**src/rtl/imem_loader.sv**
```systemverilog
// Byte-stream loader that fills the 256-word instruction memory and holds the CPU in reset until done.
// Define IMEM_LOADER_CKSUM_EN to require a trailing XOR checksum byte after the last word.
module imem_loader #(
   parameter int DEPTH  = 256,
   parameter int ADDR_W = 8
) (
   input  logic              clk,
   input  logic              rst,
   input  logic              start,
   input  logic [7:0]        byte_in,
   input  logic              byte_valid,
   output logic              byte_ready,
   output logic              imem_we,
   output logic [ADDR_W-1:0] imem_waddr,
   output logic [31:0]       imem_wdata,
   output logic              cpu_rst_n,
   output logic              done,
   output logic              err,
   output logic [ADDR_W:0]   words_loaded
);

   // state  | meaning
   // IDLE   | after reset, waiting for start
   // HDR0   | accept word-count low byte
   // HDR1   | accept word-count high byte, range-check count
   // DATA   | assemble one little-endian word from four bytes
   // WRITE  | one-cycle imem write of the assembled word
   // CKSUM  | accept and compare trailing checksum byte (optional)
   // DONE   | load good, CPU released
   // ERR    | load aborted, CPU held in reset
   typedef enum logic [2:0] {
      S_IDLE, S_HDR0, S_HDR1, S_DATA, S_WRITE, S_CKSUM, S_DONE, S_ERR
   } state_t;

   state_t              state_q, state_d;
   logic [15:0]         count_q, count_d;
   logic [ADDR_W-1:0]   index_q, index_d;
   logic [1:0]          lane_q, lane_d;
   logic [31:0]         word_q, word_d;
   logic                imem_we_q, imem_we_d;
   logic [ADDR_W-1:0]   waddr_q, waddr_d;
   logic [31:0]         wdata_q, wdata_d;
   logic                cpu_rst_n_q, cpu_rst_n_d;
   logic                done_q, done_d;
   logic                err_q, err_d;
   logic [ADDR_W:0]     words_q, words_d;
`ifdef IMEM_LOADER_CKSUM_EN
   logic [7:0]          cksum_q, cksum_d;
`endif

   logic        hs;
   logic        go_hdr0;
   logic [15:0] count_full;
   logic [15:0] last_idx;

   assign byte_ready = (state_q == S_HDR0) || (state_q == S_HDR1) ||
                       (state_q == S_DATA) || (state_q == S_CKSUM);
   assign hs         = byte_valid && byte_ready;
   assign count_full = {byte_in, count_q[7:0]};
   assign last_idx   = count_q - 16'd1;

   always_comb begin
      state_d     = state_q;
      count_d     = count_q;
      index_d     = index_q;
      lane_d      = lane_q;
      word_d      = word_q;
      imem_we_d   = 1'b0;
      waddr_d     = waddr_q;
      wdata_d     = wdata_q;
      cpu_rst_n_d = cpu_rst_n_q;
      done_d      = done_q;
      err_d       = err_q;
      words_d     = words_q;
      go_hdr0     = 1'b0;
`ifdef IMEM_LOADER_CKSUM_EN
      cksum_d     = cksum_q;
`endif

      case (state_q)
         S_IDLE: begin
            if (start) go_hdr0 = 1'b1;
         end
         S_HDR0: begin
            if (hs) begin
               count_d[7:0] = byte_in;
               state_d      = S_HDR1;
            end
         end
         S_HDR1: begin
            if (hs) begin
               count_d = count_full;
               if ((count_full == 16'd0) || (count_full > 16'(DEPTH))) begin
                  state_d     = S_ERR;
                  err_d       = 1'b1;
                  cpu_rst_n_d = 1'b0;
               end else begin
                  state_d = S_DATA;
                  index_d = '0;
                  lane_d  = 2'd0;
`ifdef IMEM_LOADER_CKSUM_EN
                  cksum_d = 8'd0;
`endif
               end
            end
         end
         S_DATA: begin
            if (hs) begin
               word_d[lane_q*8 +: 8] = byte_in;
               lane_d                = lane_q + 2'd1;
`ifdef IMEM_LOADER_CKSUM_EN
               cksum_d               = cksum_q ^ byte_in;
`endif
               if (lane_q == 2'd3) begin
                  state_d   = S_WRITE;
                  imem_we_d = 1'b1;
                  waddr_d   = index_q;
                  wdata_d   = {byte_in, word_q[23:0]};
                  words_d   = words_q + {{ADDR_W{1'b0}}, 1'b1};
               end
            end
         end
         S_WRITE: begin
            if (16'(index_q) == last_idx) begin
`ifdef IMEM_LOADER_CKSUM_EN
               state_d     = S_CKSUM;
`else
               state_d     = S_DONE;
               done_d      = 1'b1;
               cpu_rst_n_d = 1'b1;
`endif
            end else begin
               index_d = index_q + ADDR_W'(1);
               state_d = S_DATA;
            end
         end
         S_CKSUM: begin
`ifdef IMEM_LOADER_CKSUM_EN
            if (hs) begin
               if (byte_in == cksum_q) begin
                  state_d     = S_DONE;
                  done_d      = 1'b1;
                  cpu_rst_n_d = 1'b1;
               end else begin
                  state_d     = S_ERR;
                  err_d       = 1'b1;
                  cpu_rst_n_d = 1'b0;
               end
            end
`else
            state_d = S_IDLE;
`endif
         end
         S_DONE, S_ERR: begin
            if (start) go_hdr0 = 1'b1;
         end
         default: state_d = S_IDLE;
      endcase

      // Every (re)load restarts the CPU from PC 0 once it is released.
      if (go_hdr0) begin
         state_d     = S_HDR0;
         done_d      = 1'b0;
         err_d       = 1'b0;
         words_d     = '0;
         cpu_rst_n_d = 1'b0;
      end
   end

   always_ff @(posedge clk) begin
      if (rst) begin
         state_q     <= S_IDLE;
         count_q     <= '0;
         index_q     <= '0;
         lane_q      <= '0;
         word_q      <= '0;
         imem_we_q   <= 1'b0;
         waddr_q     <= '0;
         wdata_q     <= '0;
         cpu_rst_n_q <= 1'b0;
         done_q      <= 1'b0;
         err_q       <= 1'b0;
         words_q     <= '0;
`ifdef IMEM_LOADER_CKSUM_EN
         cksum_q     <= '0;
`endif
      end else begin
         state_q     <= state_d;
         count_q     <= count_d;
         index_q     <= index_d;
         lane_q      <= lane_d;
         word_q      <= word_d;
         imem_we_q   <= imem_we_d;
         waddr_q     <= waddr_d;
         wdata_q     <= wdata_d;
         cpu_rst_n_q <= cpu_rst_n_d;
         done_q      <= done_d;
         err_q       <= err_d;
         words_q     <= words_d;
`ifdef IMEM_LOADER_CKSUM_EN
         cksum_q     <= cksum_d;
`endif
      end
   end

   assign imem_we      = imem_we_q;
   assign imem_waddr   = waddr_q;
   assign imem_wdata   = wdata_q;
   assign cpu_rst_n    = cpu_rst_n_q;
   assign done         = done_q;
   assign err          = err_q;
   assign words_loaded = words_q;

endmodule

```
**config.mk**
```make
export PLATFORM = sky130hd
export DESIGN_NAME = imem_loader
export DESIGN_NICKNAME = d
export VERILOG_FILES = /design/src/rtl/imem_loader.sv
export SDC_FILE = /design/constraint.sdc
export NUM_CORES = 1
export LEC_CHECK = 0
export ABC_CLOCK_PERIOD_IN_PS = 4050
export CAP_MARGIN = 20
export CORE_MARGIN = 5
export CORE_UTILIZATION = 58
export DETAILED_ROUTE_END_ITERATION = 6
export PLACE_DENSITY_LB_ADDON = 0.25
export RECOVER_POWER = 25
export SETUP_SLACK_MARGIN = 0.2
export SLEW_MARGIN = 20
export SYNTH_ARGS = -nofsm -noshare
export SYNTH_HDL_FRONTEND = slang
export SYNTH_SLANG_ARGS = --single-unit
```
**constraint.sdc**
```tcl
create_clock -name clk -period 4.05 [get_ports clk]
set_input_delay 0.81 -clock clk [delete_from_list [all_inputs] [get_ports clk]]
set_output_delay 0.81 -clock clk [all_outputs]
set_load 0.01 [all_outputs]
```
==> reports/qor.csv <==
metric;value;unit
synth.avg_cell_area;7.96;µm²
grt_pass1_wl;17200;µm
vdd_ir_drop_max;0.246;mV
cp.arrival;3150;ps
tns;0;ps
ys_seq_area_share;46.7;%
vias;3995;
antenna_found_initial;0;
syn_nets;591;
grt_overflow;0;
io_pins;66;
rsz0062_at_grt;no;
gp_congestion;0.886;
routed_wl;10100;µm
cp-start-kind;flip-flop;
postCtsHoldBufs;0;
wl_per_cell;14.0;µm
post-cts-setup-buffers;0;
path_max_fanout;8;
drt_first_pass_iters;4;
antenna_left;0;
whs;455;ps
drv_slew;0;
synth_cell_types;48;
ys_ff_latch;106;
post-route-min-period;2870;ps
critPathRequiredTime;4330;ps
vias_per_cell;5.55;
synth_area_leaders;dfxtp_1 (47%), nand2_1 (12%), a21oi_1 (9.9%), nand3_1 (4.1%), nor2_1 (3.0%);
drc;0;
grt_max_degree;88;
drive_above_1_share;4.53;%
max_freq;0.349;GHz
power_density;348;nW/µm²
worst_slew_pin_slew;937;ps
synth-edff-count;0;
clock_sinks;106;
dominantRegCellSynth;dfxtp_1;
hold_class;reg -> reg;
drt-initial-drc-count;239;
numCtsBuffers;9;
yosysTopAreaCell;dfxtp_1;
relSlewSlack;37.4;%
diodes;0;
dieArea;9710;µm²
hpwl;6980;µm
clk_latency;360;ps
cts.clk_slew.worst_paths;100;ps
path_class;reg -> reg;
critPathCaptureType;flip-flop;
drv_cap;0;
fin_crit_sh;70.8;%
synth_cells;571;
layout.nets;634;
synth_top_area_share;46.7;%
clk_path_buf_depth;2;
core_area;7690;µm²
design_power_total;1880;µW
portBuffers;65;
grt.total_usage;21.0;%
num_rows;32;
finClkSkew;10.5;ps
yosys_warnings;0;
die_w;98.5;µm
hold_viol;0;
dieHeight;98.5;µm
tritoncts;built;
p_leak;0.00193;µW
setup_viol;0;
ys_async_sr_fraction;0;%
cts_root_buf;clkbuf_8;
synth_area;4550;µm²
grt_pass1_vias;3774;
initial_utilization;59.1;%
status;complete, no violations;
area_growth;18.7;%
htree_levels;3;
cts_resized;0;
where the power goes:
group	switching [µW]	internal [µW]
logic	91.6	64.2
registers	19.2	1050
clock network	358	290
total	469	1410
flip-flops by register name, summed over array words and instances (netlist names):
name and count:
words_loaded 9, count_q 16, imem_waddr 8, done 1, cpu_rst_n 1, imem_wdata 32, lane_q 2, imem_we 1
state_q 3, word_q 24, err 1, index_q 8
critical path: stages, from the launching register on:
cell and delay (ps):
dfxtp_1 340, inv_1 120, ha_1 330, or3b_2 490, o221ai_1 200, a21oi_1 90
a21oi_1 340, o311ai_4 200, a2111oi_2 450, mux2i_1 240
area by class of cell:
cell class | instances | area, µm²
clock inverters | 6 | 73.8
clock buffers | 9 | 124
multi-input cells | 422 | 2250
flip-flops and latches | 106 | 2120
fillers | 646 | 2290
inverters | 7 | 26.3
well taps | 102 | 128
repair buffers | 68 | 668
through the flow:
step | instances | setup WS (ps) | cell area (µm²) | utilization, %
floorplan | 571 | 1460 | 4550 | -
global placement | 705 | 1090 | 5200 | 67.6
detailed placement | 705 | 1010 | 5200 | 67.6
CTS | 720 | 1200 | 5400 | 70.2
global route | 720 | 994 | 5400 | 70.2
finish | 720 | 1180 | 5400 | 70.2
logic make-up after synthesis:
kind of cell,count (synthesis),synth area share [%]
and+or+nand+nor,267,26.5
AOI/OAI and AO/OA,115,14.4
DFF,106,46.7
buffers and inverters,43,3.74
xor gates and xnor gates,20,3.85
muxes,12,2.64
adders and majority gates,8,2.20
Yosys cell counts, types with 2 or more instances:
cell type and count:
nor3b_1 4, ha_1 8, mux2i_1 12, nor4_1 5, dfxtp_1 106, nand4_1 2
clkbuf_1 32, nand2b_1 8, and2_1 5, or4_1 3, buf_1 2, and3_1 4
a21oi_1 90, o21ai_0 6, nor2_1 36, xor2_1 13, xnor2_1 7, o21ba_2 2
nand2_1 142, or3_1 2, o21ai_1 2, nor3_1 7, inv_1 7, nand3_1 37
nor2b_1 3, or2_2 3, a21boi_1 2
placed cells by master, fill, tap and decap left out, types with 4 or more instances in the layout:
cell,count
nand2b_1,8
and2_1,5
clkdlybuf4s50_1,24
nor2_1,36
a21oi_1,90
nor3b_1,4
nand3_1,37
clkbuf_8,9
nor4_1,5
mux2i_1,12
o21ai_0,6
nor3_1,7
xor2_1,13
and3_1,4
nand2_1,142
ha_1,8
inv_1,7
dfxtp_1,106
xnor2_1,7
dlygate4sd3_1,40
final timing paths:
kind	slack [ps]	end	start	depth (start not counted)
setup / recovery	1180	index_q[7]	count_q[0]	9
hold / removal	460	imem_waddr[1]	imem_waddr[1]	2
setup reg to reg	1180	index_q[7]	count_q[0]	9
hold reg to reg	460	imem_waddr[1]	imem_waddr[1]	2
routing by layer:
layer / vias up / GRT usage [%] / wire (µm)
li1: 2012 / - / -
met1: 1888 / 27.6 / 4470
met2: 87 / 35.5 / 5020
met3: 8 / 4.03 / 483
met4: 0 / 5.36 / 76
met5: - / 0 / 0
No activity file was read; power rests on OpenSTA's default activity.
